[src/rtl/hazard_sequencer.sv]
// Hazard and stall controller for the 5-stage RV32 core: forwarding selects,
// load-use and branch handling, MUL/DIV start/done sequencing with a timeout.
module hazard_sequencer #(
  parameter int MDU_TIMEOUT = 64,
  parameter int CNT_W       = 32
) (
  input  logic             clk,
  input  logic             reset,
  input  logic [4:0]       rs1d,
  input  logic [4:0]       rs2d,
  input  logic [4:0]       rs1e,
  input  logic [4:0]       rs2e,
  input  logic [4:0]       rde,
  input  logic             resultsrce0,
  input  logic             pcsrce,
  input  logic             mdu_op_e,
  input  logic             mdu_done,
  input  logic [4:0]       rdm,
  input  logic             regwritem,
  input  logic [4:0]       rdw,
  input  logic             regwritew,
  output logic             stallf,
  output logic             stalld,
  output logic             stalle,
  output logic             flushd,
  output logic             flushe,
  output logic             flushm,
  output logic [1:0]       forwardae,
  output logic [1:0]       forwardbe,
  output logic             mdu_start,
  output logic             mdu_error,
  output logic [CNT_W-1:0] stall_cnt,
  output logic [CNT_W-1:0] flush_cnt
);

  localparam int TW = $clog2(MDU_TIMEOUT + 1);

  typedef enum logic {IDLE = 1'b0, BUSY = 1'b1} state_t;

  state_t           state_q, state_d;
  logic [TW-1:0]    tmo_q, tmo_d;
  logic             err_q, err_d;
  logic [CNT_W-1:0] stall_cnt_q, stall_cnt_d;
  logic [CNT_W-1:0] flush_cnt_q, flush_cnt_d;

  logic abort;
  logic lwstall;
  logic mdustall;

  assign abort    = (state_q == BUSY) && (tmo_q == TW'(MDU_TIMEOUT - 1));
  assign lwstall  = resultsrce0 && (rde != 5'd0) && ((rs1d == rde) || (rs2d == rde));
  assign mdustall = mdu_op_e && !mdu_done && !abort;

  always_ff @(posedge clk or posedge reset) begin
    if (reset) begin
      state_q     <= IDLE;
      tmo_q       <= '0;
      err_q       <= 1'b0;
      stall_cnt_q <= '0;
      flush_cnt_q <= '0;
    end else begin
      state_q     <= state_d;
      tmo_q       <= tmo_d;
      err_q       <= err_d;
      stall_cnt_q <= stall_cnt_d;
      flush_cnt_q <= flush_cnt_d;
    end
  end

  // Timeout counter holds the number of cycles the op has been outstanding,
  // the start cycle included, so MDU_TIMEOUT cycles elapse before abort.
  always_comb begin
    state_d = state_q;
    tmo_d   = tmo_q;
    err_d   = err_q;
    case (state_q)
      IDLE: begin
        if (mdu_op_e) begin
          state_d = BUSY;
          tmo_d   = TW'(1);
        end else begin
          tmo_d = '0;
        end
      end
      BUSY: begin
        if (mdu_done) begin
          state_d = IDLE;
          tmo_d   = '0;
        end else if (abort) begin
          state_d = IDLE;
          tmo_d   = '0;
          err_d   = 1'b1;
        end else begin
          tmo_d = tmo_q + TW'(1);
        end
      end
      default: begin
        state_d = IDLE;
        tmo_d   = '0;
      end
    endcase
  end

  always_comb begin
    mdu_start = (state_q == IDLE) && mdu_op_e && !reset;
    stallf    = 1'b0;
    stalld    = 1'b0;
    stalle    = 1'b0;
    flushd    = 1'b0;
    flushe    = 1'b0;
    flushm    = 1'b0;
    if (mdustall) begin
      stallf = 1'b1;
      stalld = 1'b1;
      stalle = 1'b1;
      flushm = 1'b1;
    end else if (pcsrce) begin
      flushd = 1'b1;
      flushe = 1'b1;
    end else if (lwstall) begin
      stallf = 1'b1;
      stalld = 1'b1;
      flushe = 1'b1;
    end
  end

  always_comb begin
    stall_cnt_d = stall_cnt_q;
    flush_cnt_d = flush_cnt_q;
    if (stallf)
      stall_cnt_d = stall_cnt_q + CNT_W'(1);
    if (flushd || flushe)
      flush_cnt_d = flush_cnt_q + CNT_W'(1);
  end

  // M-stage result is newer than W, so it wins when both match.
  always_comb begin
    forwardae = 2'b00;
    forwardbe = 2'b00;
    if (regwritem && (rdm != 5'd0) && (rdm == rs1e))
      forwardae = 2'b10;
    else if (regwritew && (rdw != 5'd0) && (rdw == rs1e))
      forwardae = 2'b01;
    if (regwritem && (rdm != 5'd0) && (rdm == rs2e))
      forwardbe = 2'b10;
    else if (regwritew && (rdw != 5'd0) && (rdw == rs2e))
      forwardbe = 2'b01;
  end

  assign mdu_error = err_q;
  assign stall_cnt = stall_cnt_q;
  assign flush_cnt = flush_cnt_q;

endmodule
[config.mk]
export PLATFORM = sky130hd
export DESIGN_NAME = hazard_sequencer
export DESIGN_NICKNAME = d
export VERILOG_FILES = /design/src/rtl/hazard_sequencer.sv
export SDC_FILE = /design/constraint.sdc
export NUM_CORES = 1
export LEC_CHECK = 0
export ABC_AREA = 1
export BUFFER_PORTS_ARGS = -buffer_cell sky130_fd_sc_hd__clkbuf_2
export CORE_MARGIN = 5
export CORE_UTILIZATION = 30
export CTS_BUF_LIST = sky130_fd_sc_hd__clkbuf_8
export CTS_CLUSTER_SIZE = 14
export DETAILED_ROUTE_END_ITERATION = 10
export PLACE_DENSITY = 0.58
export SETUP_SLACK_MARGIN = 0.2
export SYNTH_ARGS = -nofsm -noshare
export SYNTH_HDL_FRONTEND = slang
export SYNTH_SLANG_ARGS = --single-unit
[constraint.sdc]
create_clock -name clk -period 2.6 [get_ports clk]
set_input_delay 0.13 -clock clk [delete_from_list [all_inputs] [get_ports clk]]
set_output_delay 0.13 -clock clk [all_outputs]
set_load 0.02 [all_outputs]
==> reports/metrics.csv, run 1 <==
metric,value,unit
status,"complete, no violations",
power per standard cell area,444,nW/um^2
most frequent cell after synthesis,nand2_1,
total negative setup slack,0,ns
period utilization,86.6,%
TritonCTS Buffers,9,
gr usage total,15.4,%
layout cells sized above 1,16.9,%
Critical Path AT,2.12,ns
Max-cap violations,0,
antenna violations before repair,0,
detailed-route via count,5384,
"Hold Vio Cnt, Final",0,
critical path class,reg -> out,
Initial Utilization,30.5,%
DR DRC count,0,
CTS tree,built,
top cell type by total area after synthesis,dfrtp_1,
Worst R2R Path Depth,10,
"Seq/Total Area, Yosys",34.7,%
grt total ovfl,0,
number of global-route vias before repair,4935,
"top cells by area, synth","dfrtp_1 35%, nand2_1 24%, nand3_1 8.7%",
DRT iter0 DRCs,284,
Die ar.,20300,um^2
"EDFF count, synth",0,
first-pass GRT wire length,25200,um
RSZ-0062 raised after global routing,true,
WL final,15400,um
Syn-to-layout area delta,19.7,%
Final Util,36.6,%
Std-Cell Rows,48,
syn nets,857,
"Max FO, Critical Path",33,
Worst-path clk slew,0.07,ns
#FFs+latches synth,73,
1st-pass router iterations,5,
Setup crit start kind,flop,
"IR drop worst, VDD",0.000320,V
combined area of the multi-input logic cells,3050,um^2
Boundary Pins,119,
reg-to-reg setup timing slack,0.78,ns
"Setup Fix Bufs, Post-CTS",0,
Mapped Area,5260,um^2
total number of yosys warnings,0,
placer congestion estimate,0.882,
largest net degree at the start of global routing,45,
RR Endpoint,flush_cnt[22],
CTS Buffer Depth,2,
Antenna Nets Post-Route,0,
antenna diode count,0,
PortBufs,118,
Worst Path Required,2.47,ns
Die H,142,um
Post-synth top cells,"337 x nand2_1, 91 x nand3_1, 88 x nor2_1",
asr flop ratio synth,100,%
Hold/Removal Path Class,in -> reg,
CTS sink count,73,
WL per Instance,13.3,um
Die W,142,um
CP Capture Point,flushm,
synthesized instance count,811,
NumNets Final,975,
H-tree depth,3,
final slew viol count,0,
CORE AREA,17200,um^2
Final setup viols,0,
min Tclk post-route,2.25,ns
Synth cell types,31,
vias per cell,4.65,
Critical Path End Type,output pin,
Synth top area share,34.7,%
Setup Skew,0.0155,ns
crit path from,tmo_q[0],
syn_area_per_cell,6.49,um^2
post-DP HPWL,11800,um
cell at the root of the clock tree,clkbuf_8,
Worst-Margin Slew,0.788,ns
register area,1830,um^2
fillcell total,1871,
Slew HR,47.4,%
FF-to-FF Start,flush_cnt[0],
worst skew pair latency,0.38,ns
Pleak,3.25,nW
predominant post-synthesis flop cell,dfrtp_1,
Fmax,444,MHz
cell type report:
cell class	count	share of cell area [%]
multi-input cells	643	48.4
inverters	75	4.49
flip-flops and latches	73	29.0
well taps	225	4.47
clock inverters	4	0.695
repair buffers	127	10.6
clock buffers	11	2.40
kinds of logic (layout without fill, tap and decap cells):
kind of cell,after synthesis,after routing,synth area share (%)
and+or+nand+nor,581,581,47.5
buffers and inverters,95,217,7.63
DFF,73,73,34.7
xor gates and xnor gates,52,52,8.65
AOI/OAI and AO/OA,7,7,0.761
adders and majority gates,3,3,0.713
state kept, by name (all words and copies together) (netlist names):
signal and flops:
stall_cnt 32, tmo_q 7, mdu_error 1, state_q 1, flush_cnt 32
stage by stage:
stage | instance area [um^2] | power, mW | worst slack [ns] | cells | hold slack [ns]
6_report | 6300 | 2.80 | 0.348 | 1158 | 0.0298
3_3_place_gp | 6070 | 1.89 | 0.671 | 1141 | 0.300
5_1_grt | 6300 | 2.96 | 0.133 | 1158 | 0.0439
3_5_place_dp | 6070 | 1.89 | 0.627 | 1141 | 0.305
4_1_cts | 6280 | 2.84 | 0.210 | 1158 | 0.0178
2_1_floorplan | 5260 | 1.68 | 0.617 | 811 | 0.227
worst min-delay path by stage:
| stage | startpoint | end | cells past startpoint |
|---|---|---|---|
| 6_report | mdu_op_e | state_q | 3 |
| 5_1_grt | mdu_op_e | tmo_q[0] | 3 |
| 4_1_cts | mdu_op_e | state_q | 3 |
| 3_5_place_dp | reset | state_q | 2 |
| 3_3_place_gp | reset | state_q | 2 |
| 2_1_floorplan | mdu_done | mdu_error | 1 |
timing repair:
action,4_1_cts,5_1_grt
resized for setup,0,3
hold endpoints to repair,43,0
endpoints found under the setup margin,0,6
hold buffers,2,0
per-layer routing:
metal | track usage, % | up-vias | part of all wire (%)
met5 | 0 | - | 0
met4 | 3.00 | 0 | 1.0
met3 | 3.83 | 13 | 5.7
met2 | 25.0 | 132 | 46
met1 | 20.9 | 2465 | 47
li1 | - | 2774 | -
critical path, cell delays in order (launching register included):
cell and delay [ns]:
dfrtp_1 0.37, ha_1 0.18, nand2_1 0.08, nor2_2 0.12, nand2_1 0.10, nor2_4 0.12, nand2_4 0.08, nand2_8 0.09
buf_4 0.34, inv_1 0.09, clkbuf_2 0.17
layout by cell type (no fill, tap or decap), types with 2 or more instances in the layout:
master and n:
nand4_1 5, ha_1 3, nor3_1 27, xor2_1 37, dlygate4sd3_1 2, nor3_2 2
nand2_8 2, nor2_1 88, nor2_2 4, nor3b_1 2, nor4_1 2, nand2_1 337
clkbuf_2 118, xnor2_1 15, clkinv_2 3, nand2_4 3, inv_1 71, clkbuf_8 11
nand3b_1 15, inv_2 4, buf_4 6, dfrtp_1 73, nand3_1 91, o21ai_0 4
report_power, final:
group / leakage, nW / internal (mW) / switching, mW
combinational: 2.14 / 0.195 / 0.366
sequential: 1.00 / 1.20 / 0.102
clock: 0.106 / 0.484 / 0.449
total: 3.25 / 1.88 / 0.918
(Power assumes the default switching activity.)
==> run 2, diff against run 1 <==
ABC_AREA = not set   (was 1)
PLACE_DENSITY = 0.6   (was 0.58)
==> reports/metrics.csv, run 2 <==
metric,value,unit,change
Setup crit start kind,flop,,
syn_area_per_cell,10.4,um^2,+61%
Critical Path End Type,output pin,,
top cell type by total area after synthesis,dfrtp_1,,
final slew viol count,0,,unchanged
CP max-delay cell,dfrtp_1,,
post-CTS sizing,0,,unchanged
CTS sink count,73,,unchanged
"commonest non-fill, non-tap cells in the layout","118 x clkbuf_2, 73 x dfrtp_1, 62 x xnor2_1, 50 x nand3_1, 34 x xor2_1",,
"IR drop worst, VDD",0.000492,V,+54%
area post-placement,4720,um^2,-22%
Std-Cell Rows,41,,-15%
Hold/Removal Path Class,in -> reg,,
worst skew pair latency,0.36,ns,-0.02 ns
total number of yosys warnings,0,,unchanged
number of global-route vias before repair,3259,,-34%
"Hold Vio Cnt, Final",0,,unchanged
Post-synth top cells,"73 x dfrtp_1, 62 x xnor2_1, 50 x nand3_1",,
Pleak,2.33,nW,-28%
post-placement worst setup slack,0.449,ns,-0.178 ns
syn nets,423,,-51%
Boundary Pins,119,,unchanged
Die H,124,um,-13%
Die W,124,um,-13%
#FFs+latches synth,73,,unchanged
Synth top area share,46.5,%,+12 points
grt total ovfl,0,,unchanged
Final Util,39.0,%,+2.4 points
Mapped Area,3930,um^2,-25%
"Max FO, Critical Path",27,,-18%
register area,1830,um^2,unchanged
placed cells,658,,-42%
vias per cell,4.81,,+3.4%
crit path from,tmo_q[0],,
Initial Utilization,30.9,%,+0.38 points
most frequent cell after synthesis,dfrtp_1,,
Worst-Margin Slew,0.740,ns,-0.0485 ns
PortBufs,118,,unchanged
NumNets Final,544,,-44%
period utilization,83.0,%,-3.6 points
Critical Path AT,2.03,ns,-0.09 ns
CTS Buffer Depth,2,,unchanged
RSZ-0062 raised after global routing,false,,
total negative setup slack,0,ns,unchanged
1st-pass router iterations,4,,-1
placer congestion estimate,0.804,,-8.8%
final setup margin,0.441,ns,+0.0926 ns
predominant post-synthesis flop cell,dfrtp_1,,
fillcell total,1312,,-30%
FF-to-FF Start,flush_cnt[0],,
DR DRC count,0,,unchanged
status,"complete, no violations",,
Antenna Nets Post-Route,0,,unchanged
Fmax,463,MHz,+4.3%
Worst-path clk slew,0.07,ns,about the same
combined area of the multi-input logic cells,2010,um^2,-34%
"top cells by area, synth","dfrtp_1 46%, xnor2_1 14%, xor2_1 7.6%",,
min-delay src,mdu_op_e,,
post-DP HPWL,7290,um,-38%
CP Cell Sequence,"ha_1, nand4b_1, o21ai_2, o31ai_4, buf_4, clkbuf_2",,
WL per Instance,14.3,um,+7.7%
"EDFF count, synth",0,,unchanged
"CP delay by family, top",compound AO/OA/AOI/OAI gates,,
Syn-to-layout area delta,26.1,%,
H-tree depth,3,,unchanged
Max-cap violations,0,,unchanged
critical path class,reg -> out,,
min Tclk post-route,2.16,ns,-0.0926 ns
cell at the root of the clock tree,clkbuf_8,,
WL final,9640,um,-37%
Final setup viols,0,,unchanged
Worst Path Required,2.47,ns,about the same
Slew HR,50.6,%,+3.2 points
detailed-route via count,3245,,-40%
TritonCTS Buffers,9,,unchanged
synthesized instance count,377,,-54%
Die ar.,15500,um^2,-24%
Setup Skew,0.0133,ns,-0.00219 ns
buffers and inverters on the worst path,2,,-1
CTS tree,built,,
antenna violations before repair,0,,unchanged
"commonest non-fill, non-tap cell in the layout",clkbuf_2,,
gr usage total,12.6,%,-2.7 points
antenna diode count,0,,unchanged
CP max stage delay,0.37,ns,about the same
largest net degree at the start of global routing,42,,-6.7%
DRT iter0 DRCs,126,,-56%
layout cells sized above 1,32.8,%,+16 points
"Seq/Total Area, Yosys",46.5,%,+12 points
CORE AREA,12700,um^2,-26%
power per standard cell area,609,nW/um^2,+37%
asr flop ratio synth,100,%,unchanged
"Design Area, Final",4960,um^2,-21%
Post-Layout Cell Count,675,,-42%
Synth cell types,42,,+35%
first-pass GRT wire length,16300,um,-35%
run 2: layout make-up:
cell class | instances | share of cell area, %
Multi-Input combinational cell | 284 | 40.5
Sequential cell | 73 | 36.9
Timing Repair Buffer | 125 | 13.3
Tap cell | 172 | 4.34
Clock buffer | 11 | 3.05
Clock inverter | 5 | 1.56
Inverter | 5 | 0.379
run 2: layer usage:
layer  vias to the layer above  routed length (um)  track usage (%)
li1                       1571                   -                -
met1                      1596                4230             15.7
met3                         9                 481             4.37
met2                        69                4810             20.9
met4                         0                 110             3.48
met5                         -                   0                0
run 2: logic make-up (layout without fill, tap and decap cells):
logic type               count (synthesis)  in the layout  synth area share, %
AND/OR/NAND/NOR                        171            171                 25.4
XOR/XNOR                                96             96                 21.4
flip-flops                              73             73                 46.5
buffers and inverters                   20            146                 2.45
AO/OA/AOI/OAI                           12             12                 2.80
adder cells (fa/ha/maj)                  3              3                0.955
multiplexers                             2              2                0.573
run 2: report_power, final:
| part | leakage (nW) | total, mW | switching (mW) | internal, mW |
|---|---|---|---|---|
| clock network | 0.115 | 1.02 | 0.427 | 0.589 |
| registers | 0.990 | 1.35 | 0.117 | 1.23 |
| logic | 1.22 | 0.651 | 0.404 | 0.247 |
run 2: worst paths after layout:
path                                 end  slack [ns]  cells past startpoint
setup / recovery                  stallf        0.44                      6
hold / removal                   state_q        0.05                      3
setup reg to reg           flush_cnt[26]        0.48                      7
hold reg to reg            stall_cnt[31]        0.48                      1
max in group asynchronous  stall_cnt[31]        1.48                      4
min in group asynchronous  flush_cnt[31]        0.44                      3
run 2: worst min-delay path, cell delays in order:
cell and delay, ns:
clkbuf_2 0.09, nand2_1 0.08, nand2_1 0.07
run 2: what timing repair did:
| action | in CTS | in global routing |
|---|---|---|
| buffers inserted | 0 | 0 |
| hold buffers | 1 | 0 |
| endpoints found under the setup margin | 0 | 0 |
| hold endpoints to repair | 32 | 0 |
run 2: per-stage QoR:
step           hold slack, ns  power, mW
2_1_floorplan           0.280       1.76
3_3_place_gp            0.301       2.01
3_5_place_dp            0.304       2.04
4_1_cts                0.0354       3.07
5_1_grt                0.0649       3.18
6_report               0.0480       3.02
